[src/rtl/kcpsmx3_inc.sv]
// Shared definitions for the kcpsmx3 pipelined core.
// Holds the datapath width, the opcode encoding, the ALU writeback packet
// layout and the interrupt flag-shadow state encoding.
package kcpsmx3_inc;

  localparam int unsigned OPERAND_WIDTH  = 8;
  localparam int unsigned REG_ADDR_WIDTH = 4;

  typedef enum logic [3:0] {
    OpLoad,
    OpAnd,
    OpOr,
    OpXor,
    OpAdd,
    OpAddcy,
    OpSub,
    OpSubcy,
    OpTest,
    OpCompare,
    OpShift,
    OpInput,
    OpFetch,
    OpNop
  } opcode_t;

  typedef struct packed {
    opcode_t                   opcode;
    logic [REG_ADDR_WIDTH-1:0] dest;
    logic [OPERAND_WIDTH-1:0]  result;
    logic                      zero;
    logic                      carry;
    logic                      wr_en;
    logic                      flag_en;
  } wb_pkt_t;

  typedef enum logic [0:0] {
    SHADOW_EMPTY,
    SHADOW_FULL
  } shadow_state_t;

endpackage

[src/rtl/alu_flag_unit.sv]
// Architectural Z/C flags plus the single-level interrupt shadow copy.
//
// Ports:
//   clk, reset         core clock, asynchronous active-high reset
//   commit             the held packet retires this cycle
//   flag_en            the retiring packet updates Z/C
//   zero, carry        Z/C values carried by the retiring packet
//   int_save           interrupt entry: copy flags into the shadow
//   int_restore        RETURNI: reload flags from the shadow
//   zero_flag          architectural Z
//   carry_flag         architectural C
//   shadow_err         registered one-cycle pulse on a shadow protocol violation
module alu_flag_unit
  import kcpsmx3_inc::*;
(
  input  logic clk,
  input  logic reset,
  input  logic commit,
  input  logic flag_en,
  input  logic zero,
  input  logic carry,
  input  logic int_save,
  input  logic int_restore,
  output logic zero_flag,
  output logic carry_flag,
  output logic shadow_err
);

  shadow_state_t state_q, state_d;
  logic          z_q, z_d, c_q, c_d;
  logic          sz_q, sz_d, sc_q, sc_d;
  logic          err_q, err_d;
  logic          post_z, post_c;

  always_comb begin
    // Flags as they stand after this cycle's commit; int_save snapshots these.
    post_z  = (commit && flag_en) ? zero  : z_q;
    post_c  = (commit && flag_en) ? carry : c_q;
    z_d     = post_z;
    c_d     = post_c;
    sz_d    = sz_q;
    sc_d    = sc_q;
    state_d = state_q;
    err_d   = 1'b0;
    if (int_restore) begin
      // Restore wins over a same-cycle save; a save alongside it is an error.
      if (state_q == SHADOW_FULL) begin
        z_d     = sz_q;
        c_d     = sc_q;
        state_d = SHADOW_EMPTY;
        err_d   = int_save;
      end else begin
        err_d = 1'b1;
      end
    end else if (int_save) begin
      sz_d    = post_z;
      sc_d    = post_c;
      state_d = SHADOW_FULL;
      err_d   = (state_q == SHADOW_FULL);
    end
  end

  always_ff @(posedge clk or posedge reset) begin
    if (reset) begin
      state_q <= SHADOW_EMPTY;
      z_q     <= 1'b0;
      c_q     <= 1'b0;
      sz_q    <= 1'b0;
      sc_q    <= 1'b0;
      err_q   <= 1'b0;
    end else begin
      state_q <= state_d;
      z_q     <= z_d;
      c_q     <= c_d;
      sz_q    <= sz_d;
      sc_q    <= sc_d;
      err_q   <= err_d;
    end
  end

  assign zero_flag  = z_q;
  assign carry_flag = c_q;
  assign shadow_err = err_q;

endmodule

[src/rtl/alu_writeback_stage.sv]
// Writeback stage after the ALU: holds one result packet and retires it to
// the register-file write port, updating Z/C and managing the interrupt
// flag shadow.
//
// Optional feature macro: WB_FWD_BYPASS_EN adds fwd_valid/fwd_addr/fwd_data,
// exposing the held entry so operand fetch can bypass the register file.
//
// Ports:
//   clk, reset                   core clock, asynchronous active-high reset
//   in_valid / in_ready          ALU packet handshake
//   in_opcode                    opcode (debug/assertion only)
//   in_dest, in_result           destination register and result
//   in_zero, in_carry            ALU flag outputs
//   in_wr_en, in_flag_en         register write / flag update enables
//   flush                        discard the held packet
//   int_save, int_restore        interrupt entry / RETURNI flag shadowing
//   rf_ready                     register-file write port available
//   rf_we, rf_waddr, rf_wdata    register-file write port
//   zero_flag, carry_flag        architectural flags
//   shadow_err                   shadow protocol violation pulse
module alu_writeback_stage
  import kcpsmx3_inc::*;
(
  input  logic                      clk,
  input  logic                      reset,
  input  logic                      in_valid,
  output logic                      in_ready,
  input  opcode_t                   in_opcode,
  input  logic [REG_ADDR_WIDTH-1:0] in_dest,
  input  logic [OPERAND_WIDTH-1:0]  in_result,
  input  logic                      in_zero,
  input  logic                      in_carry,
  input  logic                      in_wr_en,
  input  logic                      in_flag_en,
  input  logic                      flush,
  input  logic                      int_save,
  input  logic                      int_restore,
  input  logic                      rf_ready,
  output logic                      rf_we,
  output logic [REG_ADDR_WIDTH-1:0] rf_waddr,
  output logic [OPERAND_WIDTH-1:0]  rf_wdata,
  output logic                      zero_flag,
  output logic                      carry_flag,
`ifdef WB_FWD_BYPASS_EN
  output logic                      fwd_valid,
  output logic [REG_ADDR_WIDTH-1:0] fwd_addr,
  output logic [OPERAND_WIDTH-1:0]  fwd_data,
`endif
  output logic                      shadow_err
);

  wb_pkt_t hold_q, hold_d;
  logic    held_valid_q, held_valid_d;
  logic    capture, commit;

  always_comb begin
    in_ready     = !held_valid_q || (rf_ready && !flush);
    commit       = held_valid_q && rf_ready && !flush;
    // A packet offered during a flush is dropped even if the entry is free.
    capture      = in_valid && in_ready && !flush;
    hold_d       = hold_q;
    held_valid_d = held_valid_q;
    if (flush) begin
      held_valid_d = 1'b0;
    end else if (capture) begin
      held_valid_d   = 1'b1;
      hold_d.opcode  = in_opcode;
      hold_d.dest    = in_dest;
      hold_d.result  = in_result;
      hold_d.zero    = in_zero;
      hold_d.carry   = in_carry;
      hold_d.wr_en   = in_wr_en;
      hold_d.flag_en = in_flag_en;
    end else if (commit) begin
      held_valid_d = 1'b0;
    end
  end

  always_ff @(posedge clk or posedge reset) begin
    if (reset) begin
      held_valid_q <= 1'b0;
      hold_q       <= '0;
    end else begin
      held_valid_q <= held_valid_d;
      hold_q       <= hold_d;
    end
  end

  assign rf_we    = commit && hold_q.wr_en;
  assign rf_waddr = hold_q.dest;
  assign rf_wdata = hold_q.result;

`ifdef WB_FWD_BYPASS_EN
  assign fwd_valid = held_valid_q && hold_q.wr_en && !flush;
  assign fwd_addr  = hold_q.dest;
  assign fwd_data  = hold_q.result;
`endif

  alu_flag_unit u_flag_unit (
    .clk         (clk),
    .reset       (reset),
    .commit      (commit),
    .flag_en     (hold_q.flag_en),
    .zero        (hold_q.zero),
    .carry       (hold_q.carry),
    .int_save    (int_save),
    .int_restore (int_restore),
    .zero_flag   (zero_flag),
    .carry_flag  (carry_flag),
    .shadow_err  (shadow_err)
  );

  // A held entry must always carry a well-defined opcode.
  held_opcode_known: assert property (
    @(posedge clk) disable iff (reset) held_valid_q |-> !$isunknown(hold_q.opcode)
  );

endmodule

[config.mk]
export PLATFORM = sky130hd
export DESIGN_NAME = alu_writeback_stage
export DESIGN_NICKNAME = d
export VERILOG_FILES = /design/src/rtl/kcpsmx3_inc.sv /design/src/rtl/alu_flag_unit.sv /design/src/rtl/alu_writeback_stage.sv
export SDC_FILE = /design/constraint.sdc
export NUM_CORES = 1
export LEC_CHECK = 0
export CORE_ASPECT_RATIO = 1.1
export CORE_MARGIN = 10
export CORE_UTILIZATION = 34
export CTS_BUF_LIST = sky130_fd_sc_hd__clkbuf_8
export DETAILED_ROUTE_END_ITERATION = 7
export DONT_BUFFER_PORTS = 1
export PLACE_DENSITY_LB_ADDON = 0.1
export SETUP_SLACK_MARGIN = 0.02
export SYNTH_ARGS = -nofsm -noshare
export SYNTH_HDL_FRONTEND = slang
export SYNTH_SLANG_ARGS = --single-unit
[constraint.sdc]
create_clock -name clk -period 1.88 [get_ports clk]
set_clock_uncertainty 0.15 [all_clocks]
set_input_delay 0.282 -clock clk [delete_from_list [all_inputs] [get_ports clk]]
set_output_delay 0.282 -clock clk [all_outputs]
set_load 0.02 [all_outputs]
Yosys cells after proc, flatten, opt, wreduce, memory -nomap -nowiden
Index checks and enable logic that the tools add are counted.
Word-level totals
  output and inout port bits: 17
  bits in registers: 23
  input bits: 27
  logic and storage cells: 43
Operators by class
  bitwise logic cells: 2
  reduce and logical (&&, ||, !) cells: 14
  multiplexer cells: 14
Operators by type and width (number)
  1-bit two-way mux: 14
  1-bit logical AND: 7
  2-bit AND reduction: 2
  3-bit nonzero test: 1
  1-bit zero test: 2
  1-bit inverter: 2
  2-bit nonzero test: 1
  1-bit logical OR: 1

Logic depth before layout (Yosys ltp)
Gate-level depths: netlist of run 1.
  depth in word-level cells: 7
  depth in mapped cells: 4
  depth with buffers taken out: 3

Hierarchy
A second synthesis of run 1 with hierarchy kept.
Second synthesis, totals
  cell total of the unflattened synthesis: 78
  area total of the unflattened synthesis: 1021.0 um^2
Modules (own cells, without submodules)
  alu_writeback_stage: sequential area each 425.4 um^2, cells an instance 55, area each 777.0 um^2, instances 1
  alu_flag_unit: sequential area each 150.1 um^2, cells an instance 23, area each 244.0 um^2, instances 1

Worst setup path before layout of run 1
OpenSTA, ideal clock, no wires.
  path kind: reg-to-reg
  start point: register held_valid_q
  end point: register hold_q, in the netlist rf_waddr[0]
  buffers on the path: 1
  stages on the path, launching flop included: 5
  clock period less this slack: 1.620 ns
  setup time: 0.125 ns
  slack: 0.260 ns
  required time: 1.605 ns
  data arrival time: 1.345 ns
  path through: dfrtp_1 -> nor2b_4 -> nor3b_4 -> buf_8 -> mux2_2
On the way
  word-level cells in the longest chain between the ends: 5
Ends and longest elaborated chain
  start, declared: RTL line alu_writeback_stage.sv:53  | logic held_valid_q, held_valid_d;
  start signal, assigned: RTL line alu_writeback_stage.sv:84  | held_valid_q <= held_valid_d;
  1-bit zero test: RTL line alu_writeback_stage.sv:57  | in_ready = !held_valid_q || (rf_ready && !flush);
  1-bit logical OR: RTL line alu_writeback_stage.sv:57
  1-bit logical AND (2 in a row): RTL line alu_writeback_stage.sv:60  | capture = in_valid && in_ready && !flush;
  2-bit AND reduction (no line)
  end signal, assigned: RTL line alu_writeback_stage.sv:85  | hold_q <= hold_d;
  end, declared: RTL line alu_writeback_stage.sv:52  | wb_pkt_t hold_q, hold_d;
Every way passes these cells.
A chain may end at the register's enable or synchronous reset.

Worst setup path after layout of run 1
  start point: register held_valid_q
  end point: register hold_q, in the netlist rf_wdata[0]
The elaborated chain is that of the path after synthesis.

==> flow_summary.toml, run 1 <==
[route]
vias_per_cell = 4.826
met3_length_um = 256
dr.pass1.iters = 2
wl_met2_um = 953
final_antenna_net_count = 0
wl_per_cell_um = 16.77
routed.top_layer = "met4"
drt_iter0_markers = 26
vias = 526
met1_length_um = 600
totalWireLength_um = 1828
drc = 0

[synthesis]
ys_seq_elements = 23
ys_warn_count = 0
ys_types = 14
synth.avg_cell_area_um2 = 13.19
netlist_area_um2 = 1016
synth_nets = 104
ys_seq_area_share_pct = 56.65
synthCells = 77

[clock_network]
cts_tree = "done"
cts_buffer_depth = 2
worstSkewPairLatency_ns = 0.26
cts.repair.resized = 0
cts_sinks = 23
clkTransAtPathRegs_ns = 0.08
cts_inserted_buffers = 3
cts_max_level = 1
clock-root-buffer = "clkbuf_8"

[worst_setup_path]
worst-r2r-setup-slack_ns = 0.30
critPathCaptureType = "register"
critPathMaxFanout = 12
crit_arrival_ns = 1.59
path_class = "register to register"
critical-path-slowest-cell = "dfrtp_1"
cp-start-kind = "register"
cp_cell_sequence = "nor2b_4 > nor3b_4 > buf_4 > mux2_2"
critPathRequiredTime_ns = 1.88
slowest_delay_ns = 0.42

[placement]
place_inst = 100
dpl_cell_area_um2 = 974.7
routabilityCongestion = 0.6938
port-buffer-count = 0

[global_route]
gr-total-overflow = 0
antenna_found_initial = 0
grt_max_degree = 15
grt_pass1_wl_um = 2987
first_global_vias = 598
track_usage_pct = 6.795

[layout]
fin_nets = 104
largest_reg_flops = 8
drive_gt1_share_pct = 34.21
fin_area_um2 = 1071
diodes = 0
final-instance-count-excl-fill = 109
syn_to_final_growth_pct = 5.419

[floorplanning]
initial_core_util_pct = 35.93
core_region_area_um2 = 2828
chipHeight_um = 77.33
io_pins = 44
die_w_um = 72.12
die_area_um2 = 5577
rows = 20

[timing]
hold_ws_ns = 0.01590
tightest_slew_ns = 0.3797
max_slew_margin_pct = 74.59
rsz0062_at_grt = "false"
timing.final.max_slew_violations = 0
hold_violations = 0
min_period_ns = 1.585
max_freq_ghz = 0.6309
tns_ns = 0
setup_viol = 0
fin_crit_sh_pct = 84.31

[power_and_ir_drop]
swShare_pct = 29.37
seq_power_share_pct = 61.9
vdd_ir_drop_max_v = 0.0006187
switchingPower_uw = 337.4
leakage_nw = 0.4698
power_density_nw_per_um2 = 1073
pwr-share-clk_pct = 26.0
power_frac_comb_pct = 12.0
p_int_uw = 811.5

[flow_run]
drv_cap = 0

[run_status]
status = "finished, final reports clean"

[worst_hold_path]
hp-class = "primary input to register"
-- cells in the mapped netlist, drive strengths merged --
cell	count	area (µm²)
dfrtp	23	575.6
mux2	17	191.4
buf	13	105.1
nor2	6	22.52
nand2	5	18.77
a21oi	3	15.01
mux2i	2	20.02
nand2b	2	12.51
o21ai	2	10.01
inv	1	3.750
nand4b	1	8.760
nor2b	1	13.76
nor3b	1	18.77
-- cell families after synthesis --
group | after synthesis | synth area share [%]
flops | 23 | 56.65
mux | 19 | 20.81
simple gates | 16 | 9.359
buf+inv | 14 | 10.71
compound gates | 5 | 2.463
-- worst max-delay path, delay by kind of cell (launching register included) --
family                 cells  cell delay, ns
and+or+nand+nor            2            0.32
muxes                      1            0.35
DFF                        1            0.42
buffers and inverters      1            0.23
-- stage by stage --
step / total power, mW / utilization, % / setup WS [ns]
5_1_grt: 1.217 / 37.88 / 0.2051
4_1_cts: 1.179 / 37.88 / 0.2765
3_3_place_gp: 0.8541 / 34.47 / 0.3064
2_1_floorplan: 0.8813 / - / 0.2601
3_5_place_dp: 0.8590 / 34.47 / 0.2763
6_report: 1.149 / 37.88 / 0.2951
-- power by group through the flow --
stage          combinational, mW  sequential [mW]  clock [mW]
2_1_floorplan              0.239            0.642           0
3_3_place_gp               0.129            0.725           0
3_5_place_dp               0.133            0.726           0
4_1_cts                    0.143            0.717       0.320
5_1_grt                    0.158            0.728       0.331
6_report                   0.138            0.711       0.299
-- metal layers --
layer | up-vias | track usage, %
li1 | 241 | -
met1 | 259 | 6.227
met2 | 22 | 11.30
met3 | 4 | 5.089
met4 | 0 | 2.326
met5 | - | 0
-- area by class of cell --
cell class | instances | area (µm²)
Fill cell | 288 | 1757
Timing Repair Buffer | 8 | 72.57
Inverter | 1 | 3.754
Sequential cell | 23 | 575.6
Clock buffer | 3 | 41.29
Clock inverter | 1 | 5.005
Tap cell | 33 | 41.29
Multi-Input combinational cell | 40 | 331.6
-- path summary, 6_finish.rpt --
check / startpoint / to / cells after the start
worst min register to register: u_flag_unit.sz_q / u_flag_unit.sz_q / 2
max in group asynchronous: reset / hold_q[0] / 3
worst max register to register: held_valid_q / rf_wdata[0] / 4
worst max-delay path: held_valid_q / rf_wdata[0] / 4
worst min-delay path: in_result[3] / rf_wdata[3] / 1
min in group asynchronous: reset / rf_wdata[4] / 2
-- timing repair --
item / CTS / global route
hold buffers: 5 / 0
setup buffers: 0 / 0
hold endpoints to repair: 11 / 0
-- cells in the final DEF, fill, tap and decap left out --
cell type / count
dfrtp_1: 23
mux2_2: 17
nor2_1: 6
nand2_1: 5
dlygate4sd3_1: 5
a21oi_1: 3
clkbuf_8: 3
buf_4: 3
nand2b_1: 2
mux2i_1: 2
o21ai_0: 2
nor2b_4: 1
nor3b_4: 1
nand4b_1: 1
inv_1: 1
clkinv_2: 1
(Power assumes the default switching activity.)
==> inputs of run 2 (changes only) <==
==> constraint.sdc (replaced) <==
create_clock -name clk -period 1.3 [get_ports clk]
set_clock_uncertainty 0.15 [all_clocks]
set_input_delay 0.195 -clock clk [delete_from_list [all_inputs] [get_ports clk]]
set_output_delay 0.195 -clock clk [all_outputs]
set_load 0.02 [all_outputs]
==> run 2 against run 1 <==
  * The run now ends with negative setup slack left
  * Non-clock buffer count rose by 19
  * Routed wire length is 8.5% higher
  * Combinational power rose by 110%
==> flow_summary.toml, run 2 (synthesized netlist as in run 1, its figures left out) <==
[power_and_ir_drop]
switchingPower_uw = 492.9
swShare_pct = 28.68
leakage_nw = 0.5613
power_frac_comb_pct = 16.7
power_density_nw_per_um2 = 1338
pwr-share-clk_pct = 24.4
vdd_ir_drop_max_v = 0.0005404
power.total_mw = 1.719
seq_power_share_pct = 58.9
p_int_mw = 1.226

[clock_network]
cts_max_level = 1
cts_sinks = 23
worstSkewPairLatency_ns = 0.25
cts_buffer_depth = 2
cts_inserted_buffers = 3
cts_tree = "done"
clock-root-buffer = "clkbuf_8"
clkTransAtPathRegs_ns = 0.08

[worst_setup_path]
critPathCaptureType = "register"
critPathMaxFanout = 13
crit_arrival_ns = 1.51
cp-start-kind = "register"
critPathRequiredTime_ns = 1.29
path_class = "register to register"

[route]
met3_length_um = 238
routed.top_layer = "met4"
wl_per_cell_um = 15.49
vias = 589
met1_length_um = 738
dr.pass1.iters = 3
vias_per_cell = 4.602
drc = 0
final_antenna_net_count = 0
totalWireLength_um = 1983
drt_iter0_markers = 5
wl_met2_um = 989

[layout]
fin_area_um2 = 1285
n_fill_cell = 252
syn_to_final_growth_pct = 26.48
diodes = 0
final_cell_mix = "dfrtp_1, dlygate4sd3_1, mux2_2"
drive_gt1_share_pct = 30.53
fin_nets = 123
largest_reg_flops = 8
seq_area_um2 = 575.6
multi_input_area_um2 = 351.6
final-instance-count-excl-fill = 128
final_common_cell = "dfrtp_1"

[timing]
tightest_slew_ns = 0.2875
max_slew_margin_pct = 80.83
setup_ws_ns = -0.2224
tns_ns = -3.560
min_period_ns = 1.522
rsz0062_at_grt = "true"
hold_violations = 0
setup_viol = 21
max_freq_ghz = 0.6568
timing.final.max_slew_violations = 0
fin_crit_sh_pct = 117.1

[placement]
dp_hpwl_um = 1443
port-buffer-count = 0
routabilityCongestion = 0.7060
place_inst = 103
dp_slack_ns = -0.2229
dpl_cell_area_um2 = 1010

[global_route]
grt_max_degree = 24
track_usage_pct = 7.167
gr-total-overflow = 0
first_global_vias = 685
grt_pass1_wl_um = 3215
antenna_found_initial = 0

[run_status]
violations = "negative setup slack"
status = "complete, but fails checks"

[floorplanning]
io_pins = 44
chipHeight_um = 77.33
die_area_um2 = 5577
core_region_area_um2 = 2828
die_w_um = 72.12
initial_core_util_pct = 35.93
rows = 20

[worst_hold_path]
hp-class = "primary input to register"

[flow_run]
drv_cap = 0
[run 2: cell count changes in the layout (fill, tap and decap cells not counted), moves of 2 or more]
cell | previous run | this run
o21ai_1 | 0 | 2
dlygate4sd3_1 | 5 | 21
buf_4 | 3 | 5
o21ai_0 | 2 | 0
[run 2: stage by stage]
stage / util, % / hold WS [ns]
final: 45.44 / 0.01377
after CTS: 45.04 / -0.06652
after detailed placement: 35.71 / 0.0003949
after global placement: 35.71 / -0.001910
after global routing: 45.44 / 0.009643
after floorplan: - / 0.04692
[run 2: path summary, 6_finish.rpt]
kind	slack [ns]	from	cells after the start	endpoint
hold / removal	0.01	int_restore	2	u_flag_unit.carry_flag
setup / recovery	-0.22	held_valid_q	4	rf_waddr[1]
hold reg to reg	0.34	u_flag_unit.sz_q	2	u_flag_unit.sz_q
max in group asynchronous	0.51	reset	3	rf_waddr[1]
setup reg to reg	-0.22	held_valid_q	4	rf_waddr[1]
min in group asynchronous	0.26	reset	3	hold_q[3]
[run 2: metal layers]
layer,track usage (%),up-vias
met5,0,-
met4,3.488,0
met3,4.453,2
met2,12.17,23
met1,6.481,284
li1,-,280
[run 2: worst max-delay path: stages, from the launching register on]
cell and delay, ns:
dfrtp_1 0.39, nor2b_4 0.13, nor3b_4 0.23, buf_12 0.18, mux2_2 0.33
[run 2: power groups by stage]
stage               registers [mW]  clock network (mW)  logic (mW)
floorplan                    0.928                   0       0.346
global placement              1.03                   0       0.226
detailed placement            1.03                   0       0.229
CTS                           1.02               0.445       0.286
global route                  1.03               0.481       0.320
finish                        1.01               0.419       0.287
[run 2: what timing repair did]
action                     CTS  global route
setup endpoints to repair   22            22
pin swaps                    5             3
hold endpoints to repair    42             1
hold buffers                20             1
resized for setup            5             2
buffers inserted             1             0
[run 2: final cells by class]
class	count	area share, %
tap	33	3.213
timing repair buffer	27	20.84
clock inverter	1	0.2921
sequential	23	44.79
inverter	1	0.2921
multi-input combinational	40	27.36
clock buffer	3	3.213
==> inputs of run 3 (changes only) <==
--- a/config.mk
+++ b/config.mk
@@ -10,9 +10,8 @@
 export CORE_UTILIZATION = 34
 export CTS_BUF_LIST = sky130_fd_sc_hd__clkbuf_8
 export DETAILED_ROUTE_END_ITERATION = 7
-export DONT_BUFFER_PORTS = 1
 export PLACE_DENSITY_LB_ADDON = 0.1
-export SETUP_SLACK_MARGIN = 0.02
+export SETUP_SLACK_MARGIN = 0.2
 export SYNTH_ARGS = -nofsm -noshare
 export SYNTH_HDL_FRONTEND = slang
 export SYNTH_SLANG_ARGS = --single-unit
==> run 3 against run 2 <==
  * The run still ends with negative setup slack left
  * Largest cell class is now buffers
  * Clock-buffer cell count is the same
  * Critical path type unchanged
  * Hold slack gained 0.084 ns
  * Die area is the same
  * Largest power group unchanged
==> flow_summary.toml, run 3 (synthesized netlist as in run 1, its figures left out) <==
[global_route]
first_global_vias = 811
grt_pass1_wl_um = 4008
track_usage_pct = 8.817
antenna_found_initial = 0
gr-total-overflow = 0
grt_max_degree = 24

[clock_network]
clock-root-buffer = "clkbuf_8"
worstSkewPairLatency_ns = 0.26
cts_buffer_depth = 2
cts_inserted_buffers = 3
cts_tree = "done"
clkTransAtPathRegs_ns = 0.09
cts_sinks = 23
cts_max_level = 1
postCtsHoldBufs = 0

[power_and_ir_drop]
power_density_nw_per_um2 = 1243
power.total_mw = 2.148
p_int_mw = 1.545
vdd_ir_drop_max_v = 0.0008041
swShare_pct = 28.09
switchingPower_uw = 603.4
power_frac_comb_pct = 36.0
pwr-share-clk_pct = 20.8
leakage_nw = 0.8202
seq_power_share_pct = 43.1

[route]
vias_per_cell = 4.494
wl_per_cell_um = 15.37
dr.pass1.iters = 2
final_antenna_net_count = 0
drc = 0
drt_iter0_markers = 19
vias = 728
totalWireLength_um = 2490

[layout]
diodes = 0
drive_gt1_share_pct = 51.16
final_common_cell = "buf_6"
multi_input_area_um2 = 415.4
syn_to_final_growth_pct = 70.07
largest_reg_flops = 8
final_cell_mix = "buf_6, dfrtp_1, clkdlybuf4s50_1"
seq_area_um2 = 575.6
fin_nets = 157
n_fill_cell = 237

[floorplanning]
die_w_um = 72.12
core_region_area_um2 = 2828
rows = 20
die_area_um2 = 5577
io_pins = 44
initial_core_util_pct = 35.93
chipHeight_um = 77.33

[worst_setup_path]
cp_cell_sequence = "nor2b_4 > nor3b_4 > buf_6 > buf_16 > mux2_4"
critPathCaptureType = "register"
crit_buf_inv = 2
cp_top_family = "flip-flops"
critical-path-slowest-cell = "dfrtp_1"
critPathMaxFanout = 6
crit_arrival_ns = 1.57
path_class = "register to register"
critPathRequiredTime_ns = 1.30
slowest_delay_ns = 0.40
cp-start-kind = "register"

[placement]
routabilityCongestion = 0.7340
dp_hpwl_um = 1706
port-buffer-count = 39

[timing]
max_slew_margin_pct = 85.02
max_freq_ghz = 0.6347
timing.final.max_slew_violations = 0
tns_ns = -5.387
rsz0062_at_grt = "true"
hold_violations = 0
setup_ws_ns = -0.2755
min_period_ns = 1.575
tightest_slew_ns = 0.2235
fin_crit_sh_pct = 121.2
setup_viol = 23

[worst_hold_path]
hp-class = "primary input to async pin"

[flow_run]
drv_cap = 0

[run_status]
status = "complete, but fails checks"
violations = "negative setup slack"
[run 3: cell count changes in the layout (fill, tap and decap cells not counted), sizes merged]
cell	change
clkinv	+1
dlygate4sd3	-21
inv	-1
clkdlybuf4s50	+20
buf	+33
dlygate4sd2	+2
[run 3: repair_timing]
action / CTS / global route
gates cloned: 1 / 0
setup endpoints to repair: 38 / 38
buffers inserted: 7 / 7
pin swaps: 4 / 5
gates resized for setup: 130 / 4
[run 3: tightest hold or removal path, stage by stage]
cell and delay, ns:
clkdlybuf4s50_1 0.40, inv_1 0.09, buf_12 0.18
[run 3: final timing paths]
path	cells after the start	start	endpoint	slack [ns]
max	5	held_valid_q	rf_waddr[2]	-0.28
min	3	reset	rf_waddr[3]	0.1
max reg2reg	5	held_valid_q	rf_waddr[2]	-0.28
min reg2reg	2	u_flag_unit.sc_q	u_flag_unit.sc_q	0.35
max in group asynchronous	3	reset	hold_q[3]	0.76
min in group clk	3	flush	held_valid_q	0.21
[run 3: layer usage]
layer	share of wire, %	GRT usage (%)	up-vias
li1	-	-	349
met1	43	10.10	354
met2	51	14.80	23
met3	5.7	3.053	2
met4	0.40	2.907	0
met5	0	0	-
[run 3: metrics by stage]
stage / util [%] / hold WS [ns] / instances / cell area [µm²] / setup WS (ns)
6_report: 61.11 / 0.09735 / 162 / 1728 / -0.2755
5_1_grt: 61.11 / 0.1198 / 162 / 1728 / -0.3351
4_1_cts: 58.63 / 0.1065 / 155 / 1658 / -0.2766
3_5_place_dp: 50.22 / 0.3326 / 143 / 1420 / -0.5744
3_3_place_gp: 50.22 / 0.3197 / 143 / 1420 / -0.5404
2_1_floorplan: - / 0.04692 / 77 / 1016 / -0.3199
[run 3: layout make-up]
cell class,count,area share [%]
Clock inverter,1,0.2896
Tap cell,33,2.390
Sequential cell,23,33.31
Multi-Input combinational cell,40,24.04
Clock buffer,3,2.390
Timing Repair Buffer,61,37.36
Inverter,1,0.2172
[run 3: power groups by stage]
| stage | sequential, mW | clock [mW] | combinational (mW) |
|---|---|---|---|
| 5_1_grt | 0.945 | 0.496 | 0.831 |
| 3_3_place_gp | 0.915 | 0 | 0.575 |
| 4_1_cts | 0.925 | 0.451 | 0.724 |
| 3_5_place_dp | 0.918 | 0 | 0.582 |
| 2_1_floorplan | 0.928 | 0 | 0.347 |
| 6_report | 0.926 | 0.448 | 0.774 |
==> edit 1, RTL diff (config.mk and constraints of run 1) <==
Build with the macro `WB_FWD_BYPASS_EN` defined.
--- a/src/rtl/alu_writeback_stage.sv
+++ b/src/rtl/alu_writeback_stage.sv
@@ -20,2 +20,4 @@
 //   shadow_err                   shadow protocol violation pulse
+`define WB_FWD_BYPASS_EN
+
 module alu_writeback_stage
Check against the original RTL (old outputs only; new: fwd_addr, fwd_data and fwd_valid): equivalent (equiv_simple and equiv_induct, registers matched by name and starting in step).
==> edit 1 against run 1 <==
Wire length up 4.8%; utilization down 0.59 points; die area up 6.7%; design area up 7.9%; power up 7.9%; sequential power up 9.6%; setup slack worse by 0.0093 ns; sequential share of layout area down 4.0 points; area after synthesis up 9.2%; cell count up 9.2%; sequential cell count unchanged; critical path type unchanged; highest routed layer unchanged.
==> edit 1: results (changes against run 1) <==
slew of the pin with the lowest slew margin 0.462 ns (was 0.380 ns); post-synthesis mux area share 0.191 (was 0.208); final WL 1.92 mm (was 1.83 mm); cells after synthesis 90 (was 77); vias in the first global route 617 (was 598); compound-cell area share of the yosys netlist 0.0225 (was 0.0246); initial DRC count 21 (was 26); CP arrival 1.60 ns; crit path from held_valid_q (unchanged); vias 564 (was 526); outcome finished clean (unchanged); sequential power share 0.628 (was 0.619); cell total after placement 102 (was 100); Tot GR Track Use 0.0685 (was 0.0680); Net Sw Power 0.000419 W (was 0.000337 W); VDD IR max 355 µV (was 619 µV); Lkg Pwr 0.504 nW (was 0.470 nW); largest net degree at the start of global routing 14 (was 15); CP endpoint fwd_data[5] (was rf_wdata[0]); Area contributors post-synth dfrtp_1, mux2_2, buf_4 (unchanged); portion of total power attributed to combinational logic 0.123 (was 0.120); cts hold-fix bufs 4 (was 5); Buffers on Ports 0 (unchanged); syn_nets 117 (was 104); drt pass-1 iters 3 (was 2); Comb power 0.000153 W (was 0.000138 W); worst-path maximum fanout 12 (unchanged); Routability Congestion 0.684 (was 0.694); WL/cell 16.1 µm (was 16.8 µm); nets@finish 113 (was 104); Commonest cells post-synth buf_4, dfrtp_1, mux2_2 (was dfrtp_1, mux2_2, buf_4); first-pass GRT wire length 3.11 mm (was 2.99 mm); placed cell areas 980 µm² (was 975 µm²); final worst-path cycle share 0.848 (was 0.843); post-synthesis sequential area ratio 0.519 (was 0.567); Pins Over Slew Limit 0 (unchanged)
==> edit 1: cell types whose count changed in the layout (fill, tap and decap cells not counted), sizes merged <==
cell	before	now
dlygate4sd3	5	13
nor2	6	7
==> edit 1: worst min path at each step <==
stage,slack (ns),startpoint,endpoint
after global routing,0.0008,int_restore,u_flag_unit.shadow_err
after global placement,0.06,reset,fwd_data[5]
after floorplan,0.13,reset,fwd_addr[0]
after CTS,0.005,in_result[0],fwd_data[0]
after detailed placement,0.07,reset,fwd_addr[0]
final,0.01,in_result[0],fwd_data[0]
==> edit 1: layout make-up <==
class | instances | area share
inverter | 1 | 0.00325
sequential | 23 | 0.498
multi-input combinational | 41 | 0.290
clock inverter | 1 | 0.00433
clock buffer | 3 | 0.0357
timing repair buffer | 16 | 0.132
tap | 34 | 0.0368
==> edit 1: per-layer routing <==
layer	part of all wire	track usage	vias up
li1	-	-	264
met1	0.37	0.0697	273
met2	0.50	0.107	25
met3	0.12	0.0423	2
met4	0.0063	0.0341	0
met5	0	0	-
==> edit 2, RTL diff (config.mk and constraints of run 1) <==
Made on the original files. Put a register stage on the output `shadow_err`. The value now appears one clock later. The other outputs are not delayed to match. Comments in the files are not updated.
--- a/src/rtl/alu_writeback_stage.sv
+++ b/src/rtl/alu_writeback_stage.sv
@@ -50,2 +50,4 @@
 );
+
+  logic shadow_err_d;
 
@@ -109,3 +111,3 @@
     .carry_flag  (carry_flag),
-    .shadow_err  (shadow_err)
+    .shadow_err  (shadow_err_d)
   );
@@ -117,2 +119,6 @@
 
+  always_ff @(posedge clk) begin
+    shadow_err <= shadow_err_d;
+  end
+
 endmodule
Function: changed (a bounded check fails within 4 cycles, from zero or initial values and one cycle with reset high).
==> edit 2 against run 1 <==
Die area grew 1.4%; power increased by 5.1%; synthesized cell count grew 1.3%; setup slack worse by 0.010 ns; via count down 2.5%; sequential cell count grew 1; design area rose by 1.8%; utilization grew 0.33 points; count of clock-buffer cells in the layout rose by 1; area after synthesis up 2.0%; wire length fell by 3.0%; critical path type unchanged; largest cell class unchanged; largest power group unchanged; highest routed layer unchanged.
==> edit 2: results (changes against run 1) <==
routed vias/inst 4.71 (was 4.83); final WL 1.77 mm (was 1.83 mm); initial DRC count 6 (was 26); relative slew slack 0.744 (was 0.746); core area 2850 µm² (was 2830 µm²); switching power share of the total 0.278 (was 0.294); Clock-cell share 0.0505 (was 0.0432); Tot GR Track Use 0.0647 (was 0.0680); largest net degree at the start of global routing 24 (was 15); outcome finished clean (unchanged); Area contributors post-synth dfrtp_1, mux2_2, buf_4 (unchanged); post-synthesis mux area share 0.204 (was 0.208); first-pass GRT wire length 2.85 mm (was 2.99 mm); compound-cell area share of the yosys netlist 0.0242 (was 0.0246); # fillers 290 (was 288); Seq cells 24 (was 23); met1 usage 0.0612 (was 0.0623); VDD IR max 446 µV (was 619 µV); cell total after placement 101 (was 100); drt pass-1 iters 4 (was 2); CP endpoint rf_wdata[3] (was rf_wdata[0]); Lkg Pwr 0.476 nW (was 0.470 nW); worst-path maximum fanout 13 (was 12); Non-CTS buffers 7 (was 8); non-clk buf share 0.0574 (was 0.0678); Cell variety after synth 15 (was 14); Ant. Diodes 0 (unchanged); multi-input gate share of total cell area 0.304 (was 0.310); cts hold-fix bufs 4 (was 5); register area 596 µm² (was 576 µm²); GR Util met2 0.102 (was 0.113); cells after synthesis 78 (was 77); Routability Congestion 0.669 (was 0.694); vias in the first global route 583 (was 598); post-CTS resize count 0 (unchanged)
[edit 2: cell count changes in the layout (fill, tap and decap cells not counted)]
cell	run 1	this run
dlygate4sd3_1	5	4
clkbuf_8	3	4
dfxtp_1	0	1
clkinv_2	1	0
[edit 2: power groups by stage]
| stage | combinational, W | clock [W] | sequential (W) |
|---|---|---|---|
| 3_5_place_dp | 0.000132 | 0 | 0.000748 |
| 2_1_floorplan | 0.000239 | 0 | 0.000666 |
| 5_1_grt | 0.000155 | 0.000378 | 0.000750 |
| 4_1_cts | 0.000138 | 0.000359 | 0.000738 |
| 6_report | 0.000135 | 0.000339 | 0.000734 |
| 3_3_place_gp | 0.000128 | 0 | 0.000748 |
[edit 2: worst min path at each step]
stage | startpoint | slack (ns) | to | depth (start not counted)
after floorplan | reset | 0.13 | held_valid_q | 1
after CTS | in_valid | 0.005 | held_valid_q | 2
after detailed placement | reset | 0.09 | rf_waddr[2] | 2
final | in_valid | 0.01 | held_valid_q | 2
after global routing | in_dest[1] | 0.00005 | rf_waddr[1] | 1
after global placement | reset | 0.08 | u_flag_unit.shadow_err | 2
[edit 2: metrics by stage]
step | setup WS [ns] | area [µm²]
floorplan | 0.260 | 1040
global placement | 0.293 | 995
detailed placement | 0.291 | 995
CTS | 0.276 | 1090
global route | 0.210 | 1090
finish | 0.285 | 1090
[edit 2: worst max-delay path, stage by stage, from the launching register on]
cell and delay [ns]:
dfrtp_1 0.42, nor2b_4 0.15, nor3b_4 0.17, buf_4 0.24, mux2_2 0.35
[edit 2: per-layer routing]
layer | vias up | part of all wire
met4 | 0 | 0.0090
li1 | 243 | -
met5 | - | 0
met1 | 247 | 0.35
met2 | 21 | 0.49
met3 | 2 | 0.15
